--- src/rtl/instr_mem_loader.sv ---
// -----------------------------------------------------------------------------
// instr_mem_loader
//   Assembles 32-bit instruction words from a byte stream (MSB first) and
//   writes them into instruction memory at consecutive word addresses starting
//   at 0. A HALT word is written and then ends the load. Words whose opcode is
//   outside the decoder's supported set are not written and stop the load with
//   an error. A supported word landing in the last memory slot is written, but
//   the load then stops with a memory-full error because HALT has nowhere to go.
//
// Ports
//   i_clk          clock, rising edge
//   i_reset_n      asynchronous reset, active low
//   i_start        begin a load (honoured in IDLE, DONE and ERROR only)
//   i_byte         stream byte
//   i_byte_valid   i_byte is valid this cycle
//   o_byte_ready   loader accepts a byte this cycle (high only in RECV)
//   o_imem_we      instruction memory write enable, one-cycle pulse
//   o_imem_addr    instruction memory word address
//   o_imem_data    word to write (meaningful while o_imem_we is high)
//   o_busy         high in RECV and WRITE
//   o_done         high in DONE
//   o_err          00 none, 01 illegal opcode, 10 memory full
//   o_word_count   words written in the current load, HALT included
// -----------------------------------------------------------------------------
module instr_mem_loader #(
  parameter int                    NBITS_DATA = 32,
  parameter int                    NBITS_ADDR = 8,
  parameter logic [NBITS_DATA-1:0] HALT_WORD  = 32'hFFFF_FFFF
) (
  input  logic                  i_clk,
  input  logic                  i_reset_n,
  input  logic                  i_start,
  input  logic [7:0]            i_byte,
  input  logic                  i_byte_valid,
  output logic                  o_byte_ready,
  output logic                  o_imem_we,
  output logic [NBITS_ADDR-1:0] o_imem_addr,
  output logic [NBITS_DATA-1:0] o_imem_data,
  output logic                  o_busy,
  output logic                  o_done,
  output logic [1:0]            o_err,
  output logic [NBITS_ADDR:0]   o_word_count
);

  typedef enum logic [2:0] {
    IDLE  = 3'd0,
    RECV  = 3'd1,
    WRITE = 3'd2,
    DONE  = 3'd3,
    ERROR = 3'd4
  } loaderStateT;

  localparam logic [1:0]            ERR_NONE    = 2'b00;
  localparam logic [1:0]            ERR_ILLEGAL = 2'b01;
  localparam logic [1:0]            ERR_FULL    = 2'b10;
  localparam logic [NBITS_ADDR-1:0] ADDR_ZERO   = {NBITS_ADDR{1'b0}};
  localparam logic [NBITS_ADDR-1:0] ADDR_ONE    = {{(NBITS_ADDR-1){1'b0}}, 1'b1};
  localparam logic [NBITS_ADDR-1:0] ADDR_MAX    = {NBITS_ADDR{1'b1}};
  localparam logic [NBITS_ADDR:0]   COUNT_ZERO  = {(NBITS_ADDR+1){1'b0}};
  localparam logic [NBITS_ADDR:0]   COUNT_ONE   = {{NBITS_ADDR{1'b0}}, 1'b1};
  localparam logic [NBITS_DATA-1:0] WORD_ZERO   = {NBITS_DATA{1'b0}};

  // Opcodes the downstream decoder understands: R-type, addi, lw, sw, beq, j.
  function automatic logic isSupportedOpcode(input logic [5:0] opcode);
    logic supported;
    case (opcode)
      6'b000000: supported = 1'b1;
      6'b001000: supported = 1'b1;
      6'b100011: supported = 1'b1;
      6'b101011: supported = 1'b1;
      6'b000100: supported = 1'b1;
      6'b000010: supported = 1'b1;
      default:   supported = 1'b0;
    endcase
    return supported;
  endfunction

  // A word is written to memory if it is HALT or carries a supported opcode.
  function automatic logic isWritable(input logic [NBITS_DATA-1:0] word);
    return (word == HALT_WORD) || isSupportedOpcode(word[NBITS_DATA-1 -: 6]);
  endfunction

  loaderStateT           stateR;
  logic [1:0]            byteCntR;
  logic [NBITS_DATA-1:0] shiftR;
  logic [NBITS_DATA-1:0] nextWordS;

  // Word as it will look once the byte currently on i_byte is shifted in.
  assign nextWordS   = {shiftR[NBITS_DATA-9:0], i_byte};
  // The shift register holds the complete word throughout WRITE.
  assign o_imem_data = shiftR;

  // Loader FSM: byte assembly, word classification and all registered outputs.
  always_ff @(posedge i_clk or negedge i_reset_n) begin
    if (!i_reset_n) begin
      stateR       <= IDLE;
      byteCntR     <= 2'd0;
      shiftR       <= WORD_ZERO;
      o_byte_ready <= 1'b0;
      o_imem_we    <= 1'b0;
      o_imem_addr  <= ADDR_ZERO;
      o_busy       <= 1'b0;
      o_done       <= 1'b0;
      o_err        <= ERR_NONE;
      o_word_count <= COUNT_ZERO;
    end else begin
      // The write strobe is a single-cycle pulse unless re-armed below.
      o_imem_we <= 1'b0;
      case (stateR)
        IDLE, DONE, ERROR: begin
          if (i_start) begin
            stateR       <= RECV;
            byteCntR     <= 2'd0;
            shiftR       <= WORD_ZERO;
            o_byte_ready <= 1'b1;
            o_imem_addr  <= ADDR_ZERO;
            o_busy       <= 1'b1;
            o_done       <= 1'b0;
            o_err        <= ERR_NONE;
            o_word_count <= COUNT_ZERO;
          end else begin
            stateR <= stateR;
          end
        end

        RECV: begin
          if (i_byte_valid && o_byte_ready) begin
            shiftR <= nextWordS;
            if (byteCntR == 2'd3) begin
              // Fourth byte: the strobe is raised now so that it is high for
              // exactly the WRITE cycle, alongside the completed word.
              stateR       <= WRITE;
              byteCntR     <= 2'd0;
              o_byte_ready <= 1'b0;
              o_imem_we    <= isWritable(nextWordS);
            end else begin
              byteCntR <= byteCntR + 2'd1;
            end
          end else begin
            stateR <= RECV;
          end
        end

        WRITE: begin
          if (shiftR == HALT_WORD) begin
            stateR       <= DONE;
            o_busy       <= 1'b0;
            o_done       <= 1'b1;
            o_word_count <= o_word_count + COUNT_ONE;
          end else if (isSupportedOpcode(shiftR[NBITS_DATA-1 -: 6])) begin
            o_word_count <= o_word_count + COUNT_ONE;
            if (o_imem_addr == ADDR_MAX) begin
              // Last slot consumed by a non-HALT word: no room left for HALT.
              stateR <= ERROR;
              o_busy <= 1'b0;
              o_err  <= ERR_FULL;
            end else begin
              stateR       <= RECV;
              o_byte_ready <= 1'b1;
              o_imem_addr  <= o_imem_addr + ADDR_ONE;
            end
          end else begin
            // Rejected word: address keeps pointing at the offending slot.
            stateR <= ERROR;
            o_busy <= 1'b0;
            o_err  <= ERR_ILLEGAL;
          end
        end

        default: begin
          stateR       <= IDLE;
          byteCntR     <= 2'd0;
          o_byte_ready <= 1'b0;
          o_busy       <= 1'b0;
          o_done       <= 1'b0;
        end
      endcase
    end
  end

endmodule

--- config.mk ---
export PLATFORM = sky130hd
export DESIGN_NAME = instr_mem_loader
export DESIGN_NICKNAME = d
export VERILOG_FILES = /design/src/rtl/instr_mem_loader.sv
export SDC_FILE = /design/constraint.sdc
export NUM_CORES = 1
export LEC_CHECK = 0
export ABC_AREA = 0
export ABC_CLOCK_PERIOD_IN_PS = 2200
export CORE_MARGIN = 3
export CORE_UTILIZATION = 50
export DETAILED_ROUTE_END_ITERATION = 8
export GPL_TIMING_DRIVEN = 0
export HOLD_SLACK_MARGIN = 0.15
export MAX_ROUTING_LAYER = met4
export PLACE_DENSITY = 0.8
export SLEW_MARGIN = 20
export SYNTH_ARGS = -nofsm -noshare
export SYNTH_HDL_FRONTEND = slang
export SYNTH_SLANG_ARGS = --single-unit
export TNS_END_PERCENT = 30
--- constraint.sdc ---
create_clock -name i_clk -period 2.2 [get_ports i_clk]
set_input_delay 0.44 -clock i_clk [delete_from_list [all_inputs] [get_ports i_clk]]
set_output_delay 0.44 -clock i_clk [all_outputs]
set_load 0.01 [all_outputs]
---- Yosys cells after proc, flatten, opt, wreduce, memory -nomap -nowiden ----
Cells that the tools add are included.
word-level totals
  word-level logic and storage cells ...... 114
  ROM bits ................................ 0
  RAM bits ................................ 0
  flip-flop bits (word level) ............. 60
  output and inout port bits .............. 55
  latch bits .............................. 0
  input bits .............................. 12
  memories ................................ 0
operators by class
  add/sub/neg operators ................... 3
  reduce and logical (&&, ||, !) cells .... 19
  mux-type cells .......................... 51
  equality and inequality tests ........... 29
  multipliers ............................. 0
  bitwise gates (word level) .............. 2
  magnitude comparators ................... 0
  shift operators ......................... 0
  div/mod/pow operators ................... 0
operator list
  operator              number
  $eq 32x32->1 const B  2
  $mux 32               2
  $pmux 32 s2           1
  $mux 8                4
  $mux 9                3
  $eq 6x6->1 const B    4
  $mux 1                21
  $mux 3                6
  $pmux 9 s2            1
  $pmux 8 s2            1
  $reduce_and 3->1      5
  $ne 2x2->1 const B    7
  $eq 6x2->1 const B    2
  $eq 6x3->1 const B    2
  $eq 6x4->1 const B    2
  $logic_not 6->1       2
  $mux 2                6
  $reduce_or 6->1       2
  $add 9x1->9 const B   1
  $ne 3x3->1 const B    3
  $pmux 1 s3            3
  $pmux 3 s3            1
  $add 8x1->8 const B   1
  $eq 8x8->1 const B    1
  18 further kinds      21

---- Logic depth before layout (Yosys ltp) ----
  depth in word-level cells ............... 10
  gate-level depth with buffers ........... 7
  depth with buffers taken out ............ 6

---- Worst setup path before layout ----
Ideal clock, no wire load.
  path type ............................... input to register
  from .................................... in i_start
  to ...................................... reg shiftR[28], in the netlist o_imem_data[28]
  cell stages on the path ................. 6
  data required time ...................... 2.079 ns
  setup slack ............................. 0.328 ns
  buffers on the path ..................... 2
  data arrival time ....................... 1.750 ns
  library setup time ...................... 0.121 ns
  path through ............................ clkbuf_1 > nand2_1 > a41o_1 > a211o_1 > clkbuf_1 > a22o_2
between the ends
  longest elaborated chain between the ends .. 2
ends and longest elaborated chain
  what                        line  source
  start: declaration          32    input logic i_start,
  $ne 2x2->1 (no line)        n/a
  $reduce_and 3->1 (no line)  n/a
  end signal: assignment      128   shiftR <= nextWordS;
  end: declaration            85    logic [NBITS_DATA-1:0] shiftR;
No other way between the ends.
A chain may end at the register's enable or synchronous reset.

---- Worst setup path in the final report ----
  from .................................... reg stateR[1]
  to ...................................... reg shiftR[28], in the netlist o_imem_data[28]
between the ends
  longest elaborated chain between the ends .. 4
  elaborated cells between the ends (all ways) .. 10
  those cells by class .................... 5 x eq/ne; 1 x mux; 4 x reduce/logical
ends and longest elaborated chain
  what                                                       line  source
  start: declaration                                         83    loaderStateT stateR;
  start signal: assignment                                   122   stateR <= stateR;
  $eq 3x2->1, or another cell as far along                   109   case (stateR)
  $reduce_or 3->1                                            109
  $ne 2x2->1 (no line) or $reduce_bool 2->1 (tied branches)  n/a
  $reduce_and 3->1 (no line)                                 n/a
Parallel ways exist; a longest one is shown, timed or not.

==> results.md <==
* Outcome: finished clean
* Largest net degree at the start of global routing at 48
* Initial Utilization at between 50% and 60%
* Cells after Synth at 263
* Synthesized area per cell at 11.09 um2
* Post-DP HPWL at around 5000 um
* Total track usage at around a quarter
* Final setup viols at 0
* ANT nets after route at 0
* Crit-path slowest cell: dfrtp_1
* Commonest non-fill, non-tap cell in the layout: clkdlybuf4s50_1
* Area after DPL at 3684 um2
* Row count at 27
* Post-synthesis sequential area ratio at 51.46%
* Clk sinks at 60
* Fin nets at between 300 and 400
* Max-slew violations at 0
* Vias per cell at roughly 5.9
* Drt wl/cell at 17.17 um
* Number of flops mapped to enable cells by yosys at 0
* VDD IR max at 0.0008525 V
* Worst-Skew Late Latency at 0.34 ns
* Setup Skew at 0.004400 ns
* Vias in the first global route at 2367
* Area delta synth->final at 33.06%
* Biggest area consumer among synthesized cells: dfrtp_1
* Final Hold Vio Count at 0
* Pre-CTS setup slack at -0.1689 ns
* CP required at 2.43 ns
* Cell family with most CP delay: compound AO/OA/AOI/OAI gates
* Post-route DRC violation count at 0
* DIE AREA at 6788 um2
* Final instance area at 3882 um2
* Syn Nets at 278
* GRT Residual Overflow at 0
* Post-layout util at between 60% and 70%
* Power Density at roughly 1200 nW/um2
* Initial DRC count at 160
* Share of cells above drive strength 1 at 10.69%
* Setup TNS at 0 ns
* Fmax at 485.6 MHz
* Slowest stage delay, CP at approximately 0.46 ns
* Worst-path clk slew at 0.06 ns
* Via count at 2473
* Share of the synthesized area in the top cell type at 51.46%
* Die Span Y at 82.39 um
* Worst Path Max Fanout at 10
* Initial antenna violation count at 0
* Worst rel slew slack at a little under three fifths
* CTS Root Cell: clkbuf_8
* Most frequent cells in the layout: 64 x clkdlybuf4s50_1, 60 x dfrtp_1, 33 x a22o_1, 18 x nand2_1, 17 x o21ai_0
* Final Wtd Congestion at ~0.84
* Buffer and inverter count on the worst path at 2
* Leak Pwr at 0.001648 uW
* CP Class: flop to flop
* Area of the core at between 5000 and 6000 um2
* IO Count at 67
* Maxcap violations at 0
* First-pass detailed-route iteration total at 4
* Yosys warning count at 0
* CP cell instances: inv_1 -> nand3_1 -> a41o_1 -> a211o_1 -> clkbuf_1 -> a22o_2
* CP arrival at 2.29 ns
* RSZ-0062 raised after global routing: false
* Clock tree buffer depth at 2
* Synth unique cells at 52
* Num CTS Buffers at 9
* N_diodes at 0
* H-tree Lvls at 3
* Ys flop type: dfrtp_1
* CP Capture Type: flop
* Final period utilization at 93.60%
* Hold Path Class: input pin to asynchronous set/reset pin
* Synth top area cells: dfrtp_1 51%, a22o_1 9.9%, o21ai_0 2.9%
* Final min period at about 2 ns
* Slew @ Worst Pin at about 0.65 ns
* CTS tree: done
* Port Buffers at 65
* CP Launch Type: flop
* Width of the die at 82.39 um
* First-pass GRT wire length at 11750 um
* Synthesized cell area at just under 3000 um2
* Worst setup margin at between 0.1 and 0.15 ns
* Ys async rst share at 100.0%
* Total power at 4581 uW
* Post-CTS setup buffer count at 0
* Final wirelength at between 7000 and 8000 um
* Yosys reg bits at 60
[layer usage]
layer	GRT usage (%)	vias to the layer above	routed length, um
li1	-	1175	-
met1	31.54	1209	3217
met2	35.02	83	3391
met3	7.484	6	490
met4	8.804	0	77
met5	-	-	0
[report_power, final]
group          leakage (uW)  internal (uW)  switching [uW]
logic              0.000753            942             927
registers          0.000801           1400             404
clock network     0.0000937            501             403
total               0.00165           2850            1730
[final cells by class]
| type | instances | area [um2] |
|---|---|---|
| inverters | 8 | 30.03 |
| fillers | 417 | 1692 |
| clock inverters | 1 | 5.005 |
| well taps | 72 | 90.09 |
| multi-input cells | 184 | 1349 |
| repair buffers | 67 | 685.7 |
| clock buffers | 15 | 176.4 |
| flip-flops and latches | 60 | 1501 |
| plain buffers | 11 | 45.04 |
[synthesized netlist by cell type (2+ instances only)]
| cell | number |
|---|---|
| dfrtp_1 | 60 |
| a22o_1 | 33 |
| nand2_1 | 18 |
| o21ai_0 | 17 |
| nor2_1 | 13 |
| nand4_1 | 12 |
| a21oi_1 | 11 |
| nand3_1 | 11 |
| inv_1 | 8 |
| clkbuf_1 | 6 |
| nand2b_1 | 6 |
| nor3_1 | 6 |
| and3_1 | 4 |
| xnor2_1 | 4 |
| a41o_1 | 3 |
| buf_2 | 3 |
| ha_1 | 3 |
| a31o_2 | 2 |
| a31oi_1 | 2 |
| a31oi_4 | 2 |
| and4_1 | 2 |
| buf_1 | 2 |
| mux2i_1 | 2 |
| nor4_4 | 2 |
| o31ai_1 | 2 |
| o32a_1 | 2 |
| or3_1 | 2 |
[stage by stage]
step / instances / hold slack (ns)
2_1_floorplan: 263 / 0.1444
3_3_place_gp: 400 / 0.4830
3_5_place_dp: 401 / 0.3139
4_1_cts: 418 / 0.4952
5_1_grt: 418 / 0.4990
6_report: 418 / 0.5005
[worst register-to-register path: stages (launching register included)]
cell      delay (ns)
dfrtp_1         0.46
inv_1           0.14
nand3_1         0.14
a41o_1          0.33
a211o_1         0.32
clkbuf_1        0.28
a22o_2          0.28
[flip-flops by register name (all words and copies together) (netlist names)]
| name | count |
|---|---|
| o_imem_data | 32 |
| o_err | 2 |
| o_done | 1 |
| o_imem_addr | 8 |
| o_imem_we | 1 |
| o_busy | 1 |
| stateR | 3 |
| byteCntR | 2 |
| o_word_count | 9 |
| o_byte_ready | 1 |
[repair_timing]
| item | 4_1_cts | 5_1_grt |
|---|---|---|
| hold buffers | 1 | 0 |
| setup endpoints to repair | 0 | 5 |
| gates resized for setup | 0 | 2 |
| hold endpoints to repair | 13 | 0 |
[cells by family after synthesis]
kind of cell               after synthesis  synth area share, %
AOI/OAI and AO/OA                       89                25.26
and+or+nand+nor                         85                17.20
DFF                                     60                51.46
buffers and inverters                   19                2.573
xor gates and xnor gates                 4                1.201
adders and majority gates                4                1.630
muxes                                    2               0.6861
[final timing paths]
check                                       from                           to  slack [ns]  cells past startpoint
max                        stateR[1]$_DFFE_PN0P_  o_imem_data[28]$_DFFE_PN0P_        0.14                      6
min                                    i_reset_n   o_imem_addr[5]$_DFFE_PN0P_        0.50                      2
max reg2reg                stateR[1]$_DFFE_PN0P_  o_imem_data[28]$_DFFE_PN0P_        0.14                      6
min reg2reg                 o_err[1]$_DFFE_PN0P_         o_err[1]$_DFFE_PN0P_        0.52                      2
max in group asynchronous              i_reset_n  o_imem_data[27]$_DFFE_PN0P_        1.22                      3
min in group i_clk          o_err[1]$_DFFE_PN0P_         o_err[1]$_DFFE_PN0P_        0.52                      2
No activity file was read; power rests on OpenSTA's default activity.
